### config.mk
export PLATFORM = sky130hd
export DESIGN_NAME = fetch_issue_queue
export DESIGN_NICKNAME = d
export VERILOG_FILES = /design/src/rtl/fetch_issue_queue.sv
export SDC_FILE = /design/constraint.sdc
export NUM_CORES = 1
export LEC_CHECK = 0
export ABC_AREA = 1
export CORE_MARGIN = 1
export CORE_UTILIZATION = 46
export DETAILED_ROUTE_END_ITERATION = 8
export PLACE_DENSITY = 0.76
export SLEW_MARGIN = 20
export SYNTH_ARGS = -nofsm -noshare
export SYNTH_HDL_FRONTEND = slang
export SYNTH_SLANG_ARGS = --single-unit
### constraint.sdc
create_clock -name clock_i -period 16 [get_ports clock_i]
set_input_delay 3.2 -clock clock_i [delete_from_list [all_inputs] [get_ports clock_i]]
set_output_delay 3.2 -clock clock_i [all_outputs]
set_load 0.01 [all_outputs]
### src/rtl/fetch_issue_queue.sv
// fetch_issue_queue: buffers fetched instruction words in a small FIFO and
// issues them one per cycle to the decoders, stamping each issued word with
// a monotonically increasing major ID. Honours decoder stall and pipeline flush.
module fetch_issue_queue #(
  parameter int addressWidth            = 64,
  parameter int instructionWidth        = 32,
  parameter int PidSize                 = 20,
  parameter int TidSize                 = 16,
  parameter int instructionCounterWidth = 64,
  parameter int PrimOpcodeSize          = 6,
  parameter int queueDepth              = 4,
  parameter int queueIndexWidth         = 2
) (
  input  logic                               clock_i,
  input  logic                               reset_i,
  input  logic                               flush_i,
  input  logic                               fetchValid_i,
  output logic                               fetchReady_o,
  input  logic [instructionWidth-1:0]        instruction_i,
  input  logic [addressWidth-1:0]            instructionAddress_i,
  input  logic                               is64Bit_i,
  input  logic [PidSize-1:0]                 instructionPid_i,
  input  logic [TidSize-1:0]                 instructionTid_i,
  input  logic                               stall_i,
  output logic                               enable_o,
  output logic [instructionWidth-1:0]        instruction_o,
  output logic [PrimOpcodeSize-1:0]          instructionOpcode_o,
  output logic [addressWidth-1:0]            instructionAddress_o,
  output logic                               is64Bit_o,
  output logic [PidSize-1:0]                 instructionPid_o,
  output logic [TidSize-1:0]                 instructionTid_o,
  output logic [instructionCounterWidth-1:0] instructionMajId_o,
  output logic [queueIndexWidth:0]           occupancy_o
);

  localparam logic [queueIndexWidth:0]           FullCount = (queueIndexWidth+1)'(queueDepth);
  localparam logic [queueIndexWidth:0]           CountOne  = (queueIndexWidth+1)'(1);
  localparam logic [queueIndexWidth-1:0]         PtrOne    = queueIndexWidth'(1);
  localparam logic [instructionCounterWidth-1:0] MajOne    = instructionCounterWidth'(1);

  // Queue storage; contents are don't-care after reset, so no reset is needed.
  logic [instructionWidth-1:0] instrMem_q [queueDepth];
  logic [addressWidth-1:0]     addrMem_q  [queueDepth];
  logic                        modeMem_q  [queueDepth];
  logic [PidSize-1:0]          pidMem_q   [queueDepth];
  logic [TidSize-1:0]          tidMem_q   [queueDepth];

  logic [queueIndexWidth-1:0]         wrPtr_q, wrPtr_d;
  logic [queueIndexWidth-1:0]         rdPtr_q, rdPtr_d;
  logic [queueIndexWidth:0]           count_q, count_d;
  logic [instructionCounterWidth-1:0] majCnt_q, majCnt_d;

  logic                               enable_q, enable_d;
  logic [instructionWidth-1:0]        instr_q, instr_d;
  logic [PrimOpcodeSize-1:0]          opcode_q, opcode_d;
  logic [addressWidth-1:0]            addr_q, addr_d;
  logic                               mode_q, mode_d;
  logic [PidSize-1:0]                 pid_q, pid_d;
  logic [TidSize-1:0]                 tid_q, tid_d;
  logic [instructionCounterWidth-1:0] majOut_q, majOut_d;

  logic notFull;
  logic doPush;
  logic doPop;

  // Ready comes from the registered count only, so a full queue refuses a
  // push even when the same edge pops.
  assign notFull = (count_q != FullCount);

  // Next-state logic: flush overrides everything, stall freezes the outputs,
  // otherwise the head entry moves into the output registers.
  always_comb begin
    wrPtr_d  = wrPtr_q;
    rdPtr_d  = rdPtr_q;
    count_d  = count_q;
    majCnt_d = majCnt_q;
    enable_d = enable_q;
    instr_d  = instr_q;
    opcode_d = opcode_q;
    addr_d   = addr_q;
    mode_d   = mode_q;
    pid_d    = pid_q;
    tid_d    = tid_q;
    majOut_d = majOut_q;
    doPush   = fetchValid_i && notFull && !flush_i;
    doPop    = !stall_i && (count_q != '0) && !flush_i;

    if (flush_i) begin
      wrPtr_d  = '0;
      rdPtr_d  = '0;
      count_d  = '0;
      enable_d = 1'b0;
    end else begin
      if (doPush) begin
        wrPtr_d = wrPtr_q + PtrOne;
      end
      if (doPop) begin
        rdPtr_d  = rdPtr_q + PtrOne;
        enable_d = 1'b1;
        instr_d  = instrMem_q[rdPtr_q];
        opcode_d = instrMem_q[rdPtr_q][instructionWidth-1 -: PrimOpcodeSize];
        addr_d   = addrMem_q[rdPtr_q];
        mode_d   = modeMem_q[rdPtr_q];
        pid_d    = pidMem_q[rdPtr_q];
        tid_d    = tidMem_q[rdPtr_q];
        majOut_d = majCnt_q;
        majCnt_d = majCnt_q + MajOne;
      end else if (!stall_i) begin
        enable_d = 1'b0;
      end
      if (doPush && !doPop) begin
        count_d = count_q + CountOne;
      end else if (!doPush && doPop) begin
        count_d = count_q - CountOne;
      end
    end
  end

  // Write accepted fetch words into the slot at the write pointer.
  always_ff @(posedge clock_i) begin
    if (doPush) begin
      instrMem_q[wrPtr_q] <= instruction_i;
      addrMem_q[wrPtr_q]  <= instructionAddress_i;
      modeMem_q[wrPtr_q]  <= is64Bit_i;
      pidMem_q[wrPtr_q]   <= instructionPid_i;
      tidMem_q[wrPtr_q]   <= instructionTid_i;
    end
  end

  // Pointer, count, ID counter and output registers; reset clears them at once.
  always_ff @(posedge clock_i or posedge reset_i) begin
    if (reset_i) begin
      wrPtr_q  <= '0;
      rdPtr_q  <= '0;
      count_q  <= '0;
      majCnt_q <= '0;
      enable_q <= 1'b0;
      instr_q  <= '0;
      opcode_q <= '0;
      addr_q   <= '0;
      mode_q   <= 1'b0;
      pid_q    <= '0;
      tid_q    <= '0;
      majOut_q <= '0;
    end else begin
      wrPtr_q  <= wrPtr_d;
      rdPtr_q  <= rdPtr_d;
      count_q  <= count_d;
      majCnt_q <= majCnt_d;
      enable_q <= enable_d;
      instr_q  <= instr_d;
      opcode_q <= opcode_d;
      addr_q   <= addr_d;
      mode_q   <= mode_d;
      pid_q    <= pid_d;
      tid_q    <= tid_d;
      majOut_q <= majOut_d;
    end
  end

  assign fetchReady_o         = notFull;
  assign occupancy_o          = count_q;
  assign enable_o             = enable_q;
  assign instruction_o        = instr_q;
  assign instructionOpcode_o  = opcode_q;
  assign instructionAddress_o = addr_q;
  assign is64Bit_o            = mode_q;
  assign instructionPid_o     = pid_q;
  assign instructionTid_o     = tid_q;
  assign instructionMajId_o   = majOut_q;

endmodule

### After elaboration in Yosys (flattened, before gate mapping)

Memory sizes are Yosys's and may differ from the RTL's. A register that Yosys moved wholly into a read port is not among the register bits.
Cells that the tools add are included.

* mux-type cells: 12
* add/subtract/negate cells: 5
* reductions and logical operators: 15
* equality and inequality tests: 2
* bitwise logic cells: 1

Operator list (count)
* $add A64 B1 Y64 const B: 1
* $mux W3: 3
* $mux W2: 4
* $logic_and A1 B1 Y1: 6
* $reduce_bool A3 Y1: 2
* $mux W1: 5
* $add A2 B1 Y2 const B: 2
* $logic_not A1 Y1: 4
* $reduce_bool A2 Y1: 2
* $add A3 B1 Y3 const B: 1
* $ne A3 B2 Y1 const B: 1
* $ne A3 B3 Y1 const B: 1
* $sub A3 B1 Y3 const B: 1
* $reduce_and A2 Y1: 1
* $not A1 Y1: 1

* output and inout bits: 208
* word-level logic and storage cells: 48
* bits of input ports: 138
* register bits after elaboration: 174
* memories: 5
* RAM bits: 532

Memory list
* addrMem_q: words 4, bits a word 64, read ports 1, clocked after memory_dff 1, wr ports 1, RTL line 43 `logic [addressWidth-1:0] addrMem_q [queueDepth];`
* instrMem_q: words 4, bits a word 32, read ports 1, clocked after memory_dff 0, wr ports 1, RTL line 42 `logic [instructionWidth-1:0] instrMem_q [queueDepth];`
* pidMem_q: words 4, bits a word 20, read ports 1, clocked after memory_dff 1, wr ports 1, RTL line 45 `logic [PidSize-1:0] pidMem_q [queueDepth];`
* tidMem_q: words 4, bits a word 16, read ports 1, clocked after memory_dff 1, wr ports 1, RTL line 46 `logic [TidSize-1:0] tidMem_q [queueDepth];`
* modeMem_q: words 4, bits a word 1, read ports 1, clocked after memory_dff 1, wr ports 1, RTL line 44 `logic modeMem_q [queueDepth];`

### Depth between registers and ports, before layout

* depth after elaboration: 8
* gate-level depth with buffers: 11
* mapped depth without buffers: 11

### Least setup slack after synthesis

Ideal clock, no wire load.

* path kind: input-to-reg
* start point: in flush_i
* end point: mem addrMem_q[0][0], enable pin
* path buffers: 0
* setup time: 0.628 ns
* data arrival time: 9.116 ns
* data required time: 15.372 ns
* cell stages on the path: 3
* slack: 6.257 ns
* path through: inv_1 nand3_1 nor2_1

* word-level cells in the longest chain between the ends: 4

RTL lines
* start: declaration: RTL line 16 `input logic flush_i,`
* $logic_not A1 Y1: RTL line 85 `doPush = fetchValid_i && notFull && !flush_i;`
* $logic_and A1 B1 Y1: RTL line 85
* $mux W1: RTL line 121 `if (doPush) begin`
* $mux W1 (implied by the code): RTL line 123 `addrMem_q[wrPtr_q] <= instructionAddress_i;`
* end: declaration: RTL line 43

No other way between the ends.

### Worst setup path after layout

* start point: in flush_i
* end point: mem pidMem_q[3][8], enable pin

* word-level cells in the longest chain between the ends: 4

RTL lines
* $logic_not A1 Y1: RTL line 85
* $logic_and A1 B1 Y1: RTL line 85
* $mux W1: RTL line 121
* $mux W1 (implied by the code): RTL line 125 `pidMem_q[wrPtr_q] <= instructionPid_i;`
* end: declaration: RTL line 45

No other way between the ends.

==> results by group <==
Setup path
  • Worst Path Max Fanout: about 70
  • Worst setup path class: primary input to flop
  • Arrival time worst endpoint: 6330 ps
  • Critical path's largest stage delay: about 970 ps
  • Critical path required time: 16230 ps
  • Buf/Inv on CP: 4
  • CP cell instances: clkdlybuf4s50_1 -> inv_1 -> nand3_1 -> nor2_4 -> buf_4 -> buf_4
  • Crit path max-delay cell type: buf_4
  • Critical path endpoint category: flop
  • CP top delay family: buffers and inverters
  • Critical Path Most Common Cell: buf_4
  • Critical Path Source Type: primary input

CTS
  • Cts-stage hold buffer count: 0
  • CTS resizes: 0
  • Postcts setup bufs: 0
  • Clk sinks: 801
  • CTS tree: done
  • Clk slew on worst S/H paths: 60 ps
  • Clk_lat worst skew: between 600 and 700 ps
  • Htree depth: 3
  • Max clock buf depth: 3
  • CTS buffer count: 82
  • Root Buffer: clkbuf_16

Yosys
  • Netlist cell types: 31
  • Top-area cell type share of the netlist area: 51.2%
  • Gate Count Post-Synth: ~2700
  • Top area cells in the synthesized netlist: edfxtp_1, dfrtp_1, nand2_1
  • Commonest cells in the netlist: nand2_1, edfxtp_1, nor2_1
  • Fraction of synthesized area in multiplexers: 0%
  • Adder-Cell Fraction of Synth Area: 0.265%
  • Post-synth top area cell: edfxtp_1
  • Synth Cell Area: 31200 um^2
  • Synth Flop Type: edfxtp_1
  • Number of synthesized flops with an enable pin: 532
  • Warnings, synthesis: 0
  • Seq/Total Area, Yosys: between 70% and 80%
  • Main combinational cell family by area after synthesis: simple AND/OR/NAND/NOR gates
  • Post-Syn Area per Cell: 11.6 um^2
  • Syn nets: around 2800
  • Flops & latches, synth: between 800 and 900
  • Post-Synth XOR/XNOR Area: 0.899%
  • FFs w/ async S/R, synth: 33.6%
  • Synth Area in Simple Gates: around 15%
  • Post-synthesis compound-gate area fraction: 7.71%
  • Most numerous cell in the Yosys netlist: nand2_1

Timing
  • Clock skew: 18.2 ps
  • Final hold violations: 0
  • Final setup vio count: 0
  • Final worst-path cycle share: around two fifths
  • Slack of the critical path: slightly below 10000 ps
  • Worst-margin pin slew: around 1200 ps
  • Max Slew Vio Count: 0
  • RSZ-0062 raised after global routing: false
  • Relative slew slack: roughly 23%
  • Max Freq: 0.164 GHz
  • Setup_tns: 0 ps
  • Tmin final: 6100 ps

Route
  • Detailed Route WL: 74800 um
  • Drt wl/cell: approximately 19 um
  • Via-per-instance ratio: roughly 5.3
  • Vias: 20900
  • DRT Pass-1 Iters: 5
  • DRT iter0 DRCs: 1872
  • DRC: 0
  • DRT antenna net count: 0

Pwr
  • Power consumption: a little under 6 mW
  • Power Dens Cells: 152 nW/um^2
  • Sw Pwr: approximately 1.7 mW
  • Flop pwr share: a little under half
  • Comb pwr share: 21.2%
  • Pint: roughly 4.1 mW
  • Sw Share: around 29%
  • LEAKAGE: 14.8 nW
  • Worst vdd ir: 0.000104 V
  • Clk pwr share: 33.1%

Layout
  • Layout area overhead: 22.2%
  • Fin nets: 3151
  • # fillers: 5364
  • Storage cell area: 22700 um^2
  • Share of layout cells above drive strength 1: 6.05%
  • Multi-input logic area: approximately 7500 um^2

Placed design
  • IO buf count: around 350
  • DP Worst Slack: ~9200 ps
  • Post-DP HPWL: 43500 um
  • GPL Wtd Cong: 0.874

Global route
  • All-layer global routing usage: a little over a fifth
  • Vias in the first global route: just over 20000
  • Antenna violations before repair: 11
  • Largest net degree at the start of global routing: 136
  • First-pass GRT wire length: 116000 um
  • Overflow after GRT: 0

Floorplan
  • Starting Density: 46.4%
  • Die extent in y: 262 um
  • Die area: between 60000 and 70000 um^2
  • Core Area: 67200 um^2
  • Io pins: 346
  • Die X-Extent: 262 um
  • FP Rows: 95

Run
  • Max Cap Violations: 0

Status
  • Status: complete, no violations

Hold path
  • Hold Crit Class: flop to flop
-- kinds of logic (layout without fill, tap and decap cells) --
family                     count (synthesis)  in the layout
adders and majority gates                  6              6
buffers and inverters                    232            611
other                                      0              8
DFF                                      801            801
xor gates and xnor gates                  32             32
AOI/OAI and AO/OA                        446            446
and+or+nand+nor                         1179           1179
-- cell type report --
type                            count  share of cell area (%)
Sequential cell                   801                    59.6
Multi-Input combinational cell   1663                    19.7
Timing Repair Buffer              364                    9.62
Clock buffer                      113                    6.23
Tap cell                          873                    2.87
Clock inverter                     39                   0.995
Inverter                           95                   0.995
Antenna cell                        8                  0.0525
-- power by group through the flow --
| stage | sequential, mW | combinational [mW] | clock, mW |
|---|---|---|---|
| global placement | 2.68 | 1.21 | 0 |
| floorplan | 2.71 | 0.585 | 0 |
| detailed placement | 2.68 | 1.23 | 0 |
| CTS | 2.64 | 1.24 | 1.95 |
| global route | 2.67 | 1.34 | 2.03 |
| finish | 2.64 | 1.23 | 1.92 |
-- stage by stage --
stage | hold slack (ps) | instances | instance area (um^2) | util [%]
6_report | 477 | 3956 | 38100 | 56.8
5_1_grt | 495 | 3955 | 38100 | 56.7
4_1_cts | 481 | 3946 | 38000 | 56.6
3_5_place_dp | 464 | 3794 | 35300 | 52.5
3_3_place_gp | 454 | 3794 | 35300 | 52.5
2_1_floorplan | 441 | 2696 | 31200 | -
-- registers in the layout (all words and copies together) (netlist names), 4 cells and up --
signal and flops:
tidMem_q 64, addrMem_q 256, instrMem_q 128, instructionMajId_o 64
instruction_o 32, instructionTid_o 16, pidMem_q 80, instructionAddress_o 64
majCnt_q 64, modeMem_q 4, instructionPid_o 20
-- layout by cell type, fill, tap and decap left out, drive strengths merged, types with 3 or more instances in the layout --
master         instances
edfxtp               532
bufinv                 5
nand2                728
nand4                 22
nor3                   6
buf                   19
dfrtp                269
clkdlybuf4s50        345
nor2                 367
nand3                 46
ha                     5
clkinvlp               4
diode                  8
o21ai                308
clkbuf               113
clkinv                27
o22ai                134
inv                   98
nand3b                 6
xor2                  15
xnor2                 17
and2                   3
-- worst reg2reg max path, delay by kind of cell, from the launching register on --
family | cells | cell delay, ps
simple gates | 4 | 830
buf+inv | 2 | 1790
flops | 1 | 400
-- final timing paths --
| path | start | to | slack [ps] | cells past startpoint |
|---|---|---|---|---|
| worst max-delay path | flush_i | pidMem_q[3][8] | 9900 | 6 |
| worst min-delay path | instruction_o[7] | instruction_o[7] | 480 | 2 |
| worst max register to register | occupancy_o[0] | pidMem_q[3][8] | 12550 | 6 |
| worst min register to register | instruction_o[7] | instruction_o[7] | 480 | 2 |
| max in group asynchronous | reset_i | instruction_o[26] | 10780 | 4 |
| min in group asynchronous | reset_i | instructionAddress_o[54] | 2980 | 2 |
-- layer usage --
layer / track usage [%] / vias up / routed length [um]
met5: 0 / - / 44
met4: 9.28 / 6 / 2190
met3: 3.23 / 130 / 4340
met2: 35.4 / 703 / 36700
met1: 28.8 / 10200 / 31500
li1: - / 9862 / -
Note: power is estimated with default switching activity, not from simulation.
